<file path="src/rtl/shift_sequencer.sv">
// -----------------------------------------------------------------------------
// shift_sequencer
//
// Command-driven multi-mode shift register. A controller hands it a command
// over a valid/ready handshake. The block then performs a load, a clear, or a
// logical, arithmetic or rotate shift of one bit per clock for a programmable
// number of steps. It signals completion with a single-cycle done pulse.
//
// Ports
//   clk            rising-edge clock
//   rst_n          asynchronous active-low reset
//   cmd_valid      command present
//   cmd_ready      command can be accepted (high while idle)
//   cmd_op         000 LOAD, 001 LSR, 010 LSL, 011 ASR, 100 ROR, 101 ROL,
//                  110 CLEAR, 111 reserved
//   cmd_count      number of one-bit steps for shift/rotate ops
//   load_data      value written by LOAD
//   serial_in_msb  fill bit entering the MSB on LSR (read live every step)
//   serial_in_lsb  fill bit entering the LSB on LSL (read live every step)
//   abort          cancels a running command, leaving the partial result
//   data_out       register contents
//   serial_out     last bit shifted or rotated out
//   busy           a multi-step command is running
//   done           one-cycle completion pulse
//   cmd_err        one-cycle pulse when a reserved op is accepted
// -----------------------------------------------------------------------------
module shift_sequencer #(
    parameter int WIDTH = 16,
    parameter int CNT_W = 5
) (
    input  logic             clk,
    input  logic             rst_n,
    input  logic             cmd_valid,
    output logic             cmd_ready,
    input  logic [2:0]       cmd_op,
    input  logic [CNT_W-1:0] cmd_count,
    input  logic [WIDTH-1:0] load_data,
    input  logic             serial_in_msb,
    input  logic             serial_in_lsb,
    input  logic             abort,
    output logic [WIDTH-1:0] data_out,
    output logic             serial_out,
    output logic             busy,
    output logic             done,
    output logic             cmd_err
);

    localparam logic [0:0] S_IDLE = 1'b0;
    localparam logic [0:0] S_RUN  = 1'b1;

    localparam logic [2:0] OP_LOAD  = 3'b000;
    localparam logic [2:0] OP_LSR   = 3'b001;
    localparam logic [2:0] OP_LSL   = 3'b010;
    localparam logic [2:0] OP_ASR   = 3'b011;
    localparam logic [2:0] OP_ROR   = 3'b100;
    localparam logic [2:0] OP_ROL   = 3'b101;
    localparam logic [2:0] OP_CLEAR = 3'b110;
    localparam logic [2:0] OP_RSVD  = 3'b111;

    logic [0:0]       state;
    logic [2:0]       op_q;
    logic [CNT_W-1:0] cnt_q;
    logic [WIDTH-1:0] step_data;
    logic             step_out;

    // One single-bit step of a shift or rotate. The return value is
    // {bit shifted out, new register value}.
    function automatic logic [WIDTH:0] shift_step(
        input logic [2:0]       op,
        input logic [WIDTH-1:0] d,
        input logic             msb_fill,
        input logic             lsb_fill
    );
        logic signed [WIDTH-1:0] ds;
        logic [WIDTH:0]          r;
        ds = d;
        case (op)
            OP_LSR:  r = {d[0],       msb_fill, d[WIDTH-1:1]};
            OP_LSL:  r = {d[WIDTH-1], d[WIDTH-2:0], lsb_fill};
            OP_ASR:  r = {d[0],       WIDTH'(ds >>> 1)};
            OP_ROR:  r = {d[0],       d[0], d[WIDTH-1:1]};
            OP_ROL:  r = {d[WIDTH-1], d[WIDTH-2:0], d[WIDTH-1]};
            default: r = {1'b0, d};
        endcase
        return r;
    endfunction

    // The handshake and status outputs decode from state only. cmd_valid
    // therefore never reaches cmd_ready combinationally.
    assign cmd_ready = (state == S_IDLE);
    assign busy      = (state == S_RUN);

    always_comb begin
        {step_out, step_data} = shift_step(op_q, data_out, serial_in_msb, serial_in_lsb);
    end

    always_ff @(posedge clk or negedge rst_n) begin
        if (!rst_n) begin
            state      <= S_IDLE;
            op_q       <= OP_LOAD;
            cnt_q      <= '0;
            data_out   <= '0;
            serial_out <= 1'b0;
            done       <= 1'b0;
            cmd_err    <= 1'b0;
        end else begin
            done    <= 1'b0;
            cmd_err <= 1'b0;
            if (state == S_IDLE) begin
                if (cmd_valid) begin
                    case (cmd_op)
                        OP_LOAD: begin
                            data_out <= load_data;
                            done     <= 1'b1;
                        end
                        OP_CLEAR: begin
                            data_out <= '0;
                            done     <= 1'b1;
                        end
                        OP_RSVD: begin
                            done    <= 1'b1;
                            cmd_err <= 1'b1;
                        end
                        default: begin
                            // A zero-step shift finishes at once with no
                            // change to the data.
                            if (cmd_count == '0) begin
                                done <= 1'b1;
                            end else begin
                                op_q  <= cmd_op;
                                cnt_q <= cmd_count;
                                state <= S_RUN;
                            end
                        end
                    endcase
                end
            end else begin
                // abort takes priority over the step due on this edge. This
                // includes the final step, which also suppresses done.
                if (abort) begin
                    state <= S_IDLE;
                end else begin
                    data_out   <= step_data;
                    serial_out <= step_out;
                    cnt_q      <= cnt_q - 1'b1;
                    if (cnt_q == CNT_W'(1)) begin
                        state <= S_IDLE;
                        done  <= 1'b1;
                    end
                end
            end
        end
    end

endmodule

</file>
<file path="config.mk">
export PLATFORM = sky130hd
export DESIGN_NAME = shift_sequencer
export DESIGN_NICKNAME = d
export VERILOG_FILES = /design/src/rtl/shift_sequencer.sv
export SDC_FILE = /design/constraint.sdc
export NUM_CORES = 1
export LEC_CHECK = 0
export ABC_AREA = 1
export BUFFER_PORTS_ARGS = -buffer_cell sky130_fd_sc_hd__buf_2
export CAP_MARGIN = 20
export CORE_ASPECT_RATIO = 2
export CORE_MARGIN = 2
export CORE_UTILIZATION = 30
export CTS_CLUSTER_SIZE = 25
export DETAILED_ROUTE_END_ITERATION = 7
export GPL_ROUTABILITY_DRIVEN = 0
export PLACE_DENSITY_LB_ADDON = 0.15
export SETUP_SLACK_MARGIN = 0.15
export SLEW_MARGIN = 10
export SYNTH_ARGS = -nofsm -noshare
export SYNTH_HDL_FRONTEND = slang
export SYNTH_SLANG_ARGS = --single-unit
</file>
<file path="constraint.sdc">
create_clock -name clk -period 1.5 [get_ports clk]
set_input_delay 0.075 -clock clk [delete_from_list [all_inputs] [get_ports clk]]
set_output_delay 0.075 -clock clk [all_outputs]
set_load 0.005 [all_outputs]
</file>
== After elaboration in Yosys (flattened, before gate mapping) ==
Index checks and enable logic that the tools add are counted.

* Flip-flop bits (word level): 28
* Input port bits: 30
* Output and inout bits: 21

* Add/sub/neg operators: 1
* Equality and inequality tests: 14
* Mux-type cells: 25
* Bitwise gates (word level): 4
* Reduce and logical (&&, ||, !) cells: 10

{| class="wikitable"
|+ Operators by type and width
! cell !! count
|-
| 17-bit one-hot mux with 5 select lines || 1
|-
| 16-bit 2-to-1 mux || 3
|-
| 16-bit one-hot mux with 2 select lines || 1
|-
| 5-bit 2-to-1 mux || 5
|-
| 1-bit 2-to-1 mux || 15
|-
| 3-bit equality test, second input constant || 4
|-
| 4-bit AND reduction || 3
|-
| 3-bit by 2-bit equality test with 1-bit output, second input constant || 2
|-
| 2-bit inequality test, second input constant || 3
|-
| 6-bit by 1-bit inequality test with 1-bit output, second input constant || 1
|-
| 5-bit by 1-bit equality test with 1-bit output, second input constant || 1
|-
| 5-bit zero test || 1
|-
| 5-bit by 1-bit inequality test with 1-bit output, second input constant || 1
|-
| 5-bit AND reduction || 1
|-
| 5-bit by 1-bit subtractor with 5-bit output, second input constant || 1
|-
| 1-bit NOT || 4
|-
| 3-bit by 1-bit equality test with 1-bit output, second input constant || 1
|-
| 3-bit zero test || 1
|-
| 3-bit nonzero test || 1
|-
| 3-bit OR reduction || 1
|-
| 2-bit by 1-bit inequality test with 1-bit output, second input constant || 1
|-
| 2-bit AND reduction || 1
|-
| 2-bit nonzero test || 1
|}

== Depth between registers and ports, before layout ==
* Depth after elaboration: 5
* Gate-level depth with buffers: 9
* Depth with buffers taken out: 7

== Least setup slack after synthesis ==
OpenSTA, ideal clock, no wires.

* Path kind: register to register
* Start point: reg state (netlist: busy)
* End point: reg data_out[10]
* Library setup time: 121 ps
* Arrival: 1317 ps
* Data required time: 1379 ps
* Path slack: 62 ps
* Cell stages (with the launch flop): 9
* Clock period less this slack: 1438 ps
* Cells stage by stage: dfrtp_1 -> buf_4 -> inv_2 -> or2_4 -> nand2_4 -> nand3_2 -> buf_2 -> nor2_1 -> a21oi_2

* Cells in the longest elaborated chain, start to end: 2
* Elaborated cells between the ends (all ways): 6
* Those cells by class: 2 x eq/ne; 1 x mux; 3 x reduce/logical

{| class="wikitable"
|+ RTL lines
! what !! line !! source
|-
| start, declared || 60 || <nowiki>logic [0:0] state;</nowiki>
|-
| start signal, assigned || 99 || <nowiki>state <= S_IDLE;</nowiki>
|-
| start signal, assigned || 132 || <nowiki>state <= S_RUN;</nowiki>
|-
| start signal, assigned || 141 || <nowiki>state <= S_IDLE;</nowiki>
|-
| 6-bit by 1-bit inequality test with 1-bit output (no line), or another cell as far along || - ||
|-
| 4-bit AND reduction (no line) || - ||
|-
| end signal, assigned || 113 || <nowiki>data_out <= load_data;</nowiki>
|-
| end signal, assigned || 143 || <nowiki>data_out <= step_data;</nowiki>
|-
| end, declared || 41 || <nowiki>output logic [WIDTH-1:0] data_out,</nowiki>
|}

Parallel ways exist; a longest one is shown, timed or not.
A chain may end at the register's enable or synchronous reset.

== Worst setup path after layout ==
* Start point: reg op_q[0]
* End point: reg data_out[0]

* Cells in the longest elaborated chain, start to end: 4
* Elaborated cells between the ends (all ways): 10
* Those cells by class: 6 x eq/ne; 3 x mux; 1 x reduce/logical

{| class="wikitable"
|+ RTL lines
! what !! line !! source
|-
| start, declared || 61 || <nowiki>logic [2:0] op_q;</nowiki>
|-
| start signal, assigned || 130 || <nowiki>op_q <= cmd_op;</nowiki>
|-
| 3-bit equality test, or another cell as far along || 77 || <nowiki>case (op)</nowiki>
|-
| 17-bit one-hot mux with 5 select lines || 77 ||
|-
| 16-bit 2-to-1 mux || 140 || <nowiki>if (abort) begin</nowiki>
|-
| 16-bit 2-to-1 mux || 109 || <nowiki>if (state == S_IDLE) begin</nowiki>
|}

Parallel ways exist; a longest one is shown, timed or not. The select of a mux whose other input is x is not followed.

==> results by group <==
Clock tree
  • CTS H-Tree Depth: 1
  • Clk Latency, worst-skew pair: 0.27 ns
  • Worst-path clk slew: 0.08 ns
  • Root Buffer: clkbuf_16
  • Clock buffer depth: 2
  • CTS Buf Count: 3
  • CTS tree: yes
  • Total number of clock tree sinks: 28

Global route
  • M3 GR Usage: about 1.5%
  • Grt met2 use: about a third
  • GR Util met1: a little under a fifth
  • Largest net degree at the start of global routing: 29
  • Via count of the first global-routing pass: 1991
  • Initial antenna violation count: 0
  • Global-route wire length before repair: 9230 µm
  • Tot GR Track Use: about 18%
  • Gr busiest metal: met2
  • Congestion Overflow GR: 0

Hold path
  • Hold crit path type: primary input to flop
  • Hold wc startpoint: cmd_op[0]
  • Hold Path Sink: cmd_err
  • Hold Path Depth: 3

Worst setup path
  • CP Max Fanout: 8
  • CP Data Required Time: roughly 1.7 ns
  • R2R setup slack: 0.15 ns
  • R2r worst-path depth: 7
  • CP startpoint kind: flop
  • Setup CP Type: flop to flop
  • R2R Path End: data_out[0]
  • CP Capture Type: flop
  • CP arrival: between 1.5 and 2 ns
  • R2R Path Start: op_q[0]

STA
  • RSZ-0062 raised after global routing: true
  • Clock Skews: 0.00724 ns
  • Setup TNS: 0 ns
  • Final Hold Vio Count: 0
  • Minimum clock period: 1.35 ns
  • Worst slew pin tran: 0.403 ns
  • Final WS setup: 0.147 ns
  • FMAX: 0.739 GHz
  • Tcrit/Tclk final: about nine tenths
  • Final setup viols: 0
  • Fin. max-slew vios: 0
  • Max_slew headroom: 73.1%
  • Final hold slack: 0.0561 ns

Die
  • Core Region: 6010 µm²
  • Ports: 51
  • # rows: 40
  • Die H: between 100 and 150 µm
  • Die Outline Area: 6880 µm²
  • Die W: 59.7 µm
  • Initial core utilization: 31.0%

Cells and area
  • Nets: 384
  • Fill cell count: approximately 620
  • Area grow syn2layout: 47.2%
  • Core Util, Final: 45.6%
  • Antenna Cells: 0
  • Share of cells above drive strength 1: between 30% and 40%

Yosys
  • Number of warnings issued by yosys: 0
  • Async SR Flop Fraction: between 90% and 100%
  • Synth Net Count: 314
  • Synthesized instance count: 282
  • Syn_area_per_cell: ~6.6 µm²
  • Most common cell in the synthesized netlist: nand2_1
  • Syn Std Cell Area: 1860 µm²
  • Synth cell types: 24
  • Area leader, netlist: dfrtp_1
  • Dominant cells by area after synthesis: dfrtp_1 38%, nand2_1 19%, nor2_1 11%
  • Yosys top cell area share: between 30% and 40%
  • Post-synth EDFFs: 0
  • Post-synthesis register bit count: 28
  • Most frequent cells after synthesis: 96 x nand2_1, 56 x nor2_1, 28 x dfrtp_1
  • Seq/Total Area, Yosys: 37.7%
  • Synth Flop Type: dfrtp_1

Run status
  • Outcome: finished, final reports clean

Route
  • Final wirelength: 5800 µm
  • Vias: between 2000 and 2500
  • First-pass iteration count of the detailed router: 4
  • WL/cell: 14.0 µm
  • Initial DRC count: 88
  • Vias per inst: around 5
  • DRC viols: 0
  • Routed Antenna Nets: 0

Run
  • Max Cap Viol: 0

Placement
  • Port bufs: 50
  • Dpl hpwl: 3880 µm
  • Setup WS pre-CTS: 0.0508 ns

Power
  • Leakage: 1.42 nW
  • Power per cell area: ~1900 nW/µm²
  • Maximum VDD drop: about 0.0008 V
-- sequential cells by signal, indices dropped and copies added (netlist names) --
signal / flops
data_out: 16
cnt_q: 5
op_q: 3
busy: 1
cmd_err: 1
done: 1
serial_out: 1
-- worst max-delay path by stage --
stage                  from            to  slack [ns]  cells past startpoint
finish              op_q[0]   data_out[0]        0.15                      7
global route        op_q[2]  data_out[10]        0.06                      8
CTS                 op_q[1]   data_out[0]        0.14                      9
detailed placement     busy   data_out[0]        0.05                      6
global placement       busy   data_out[1]        0.07                      6
floorplan              busy  data_out[10]        0.14                      9
-- metal layers --
metal	share of wire (%)	wire, µm
met1	39	2240
met2	57	3310
met3	2.9	168
met4	1.3	74
met5	0	0
-- cell usage in the layout (no fill, tap or decap), drive strengths merged --
cell type and count:
nand2 98, buf 71, nor2 58, inv 31, dfrtp 28, nand3 20
a21oi 16, o21ai 12, clkbuf 4, a21boi 2, xor2 2, nand4 2
ha 2, or2 1, nor3 1, xnor2 1, bufinv 1, dlygate4sd3 1
-- area by class of cell --
type	count	area, µm²	share of cell area [%]
clock inverter	1	30.0	1.10
clock buffer	3	75.1	2.74
multi-input combinational	215	1200	43.7
timing repair buffer	73	532	19.4
inverter	31	121	4.44
sequential	28	703	25.7
tap	63	78.8	2.88
-- worst max-delay path, cell delays in order, from the launching register on --
cell and delay, ns:
dfrtp_2 0.46, buf_4 0.16, nand3_4 0.09, nand3_2 0.12
nand3_4 0.14, buf_12 0.15, nor2_2 0.04, a21oi_2 0.12
-- logic make-up after synthesis --
logic type                 synth area share, %
buffers and inverters                     8.88
xor gates and xnor gates                  1.41
adders and majority gates                 1.35
AOI/OAI and AO/OA                         10.4
and+or+nand+nor                           40.3
DFF                                       37.7
-- metrics by stage --
step                area [µm²]  power [W]  instances
floorplan                 1910    0.00283        282
global placement          2270    0.00363        395
detailed placement        2270    0.00364        395
CTS                       2550    0.00484        409
global route              2740    0.00554        414
finish                    2740    0.00510        414
-- repair_timing --
item,in CTS,in global routing
cloned,3,1
hold endpoints to repair,28,0
pin swaps,6,14
resized for setup,12,33
buffers inserted,6,4
hold buffers,1,0
setup endpoints to repair,16,22
-- power breakdown --
part           leakage (nW)  switching [W]  internal (W)
clock                0.0511       0.000285      0.000533
combinational          1.04        0.00150       0.00129
sequential            0.330       0.000400       0.00109
Power figures use the tool's default switching activity.
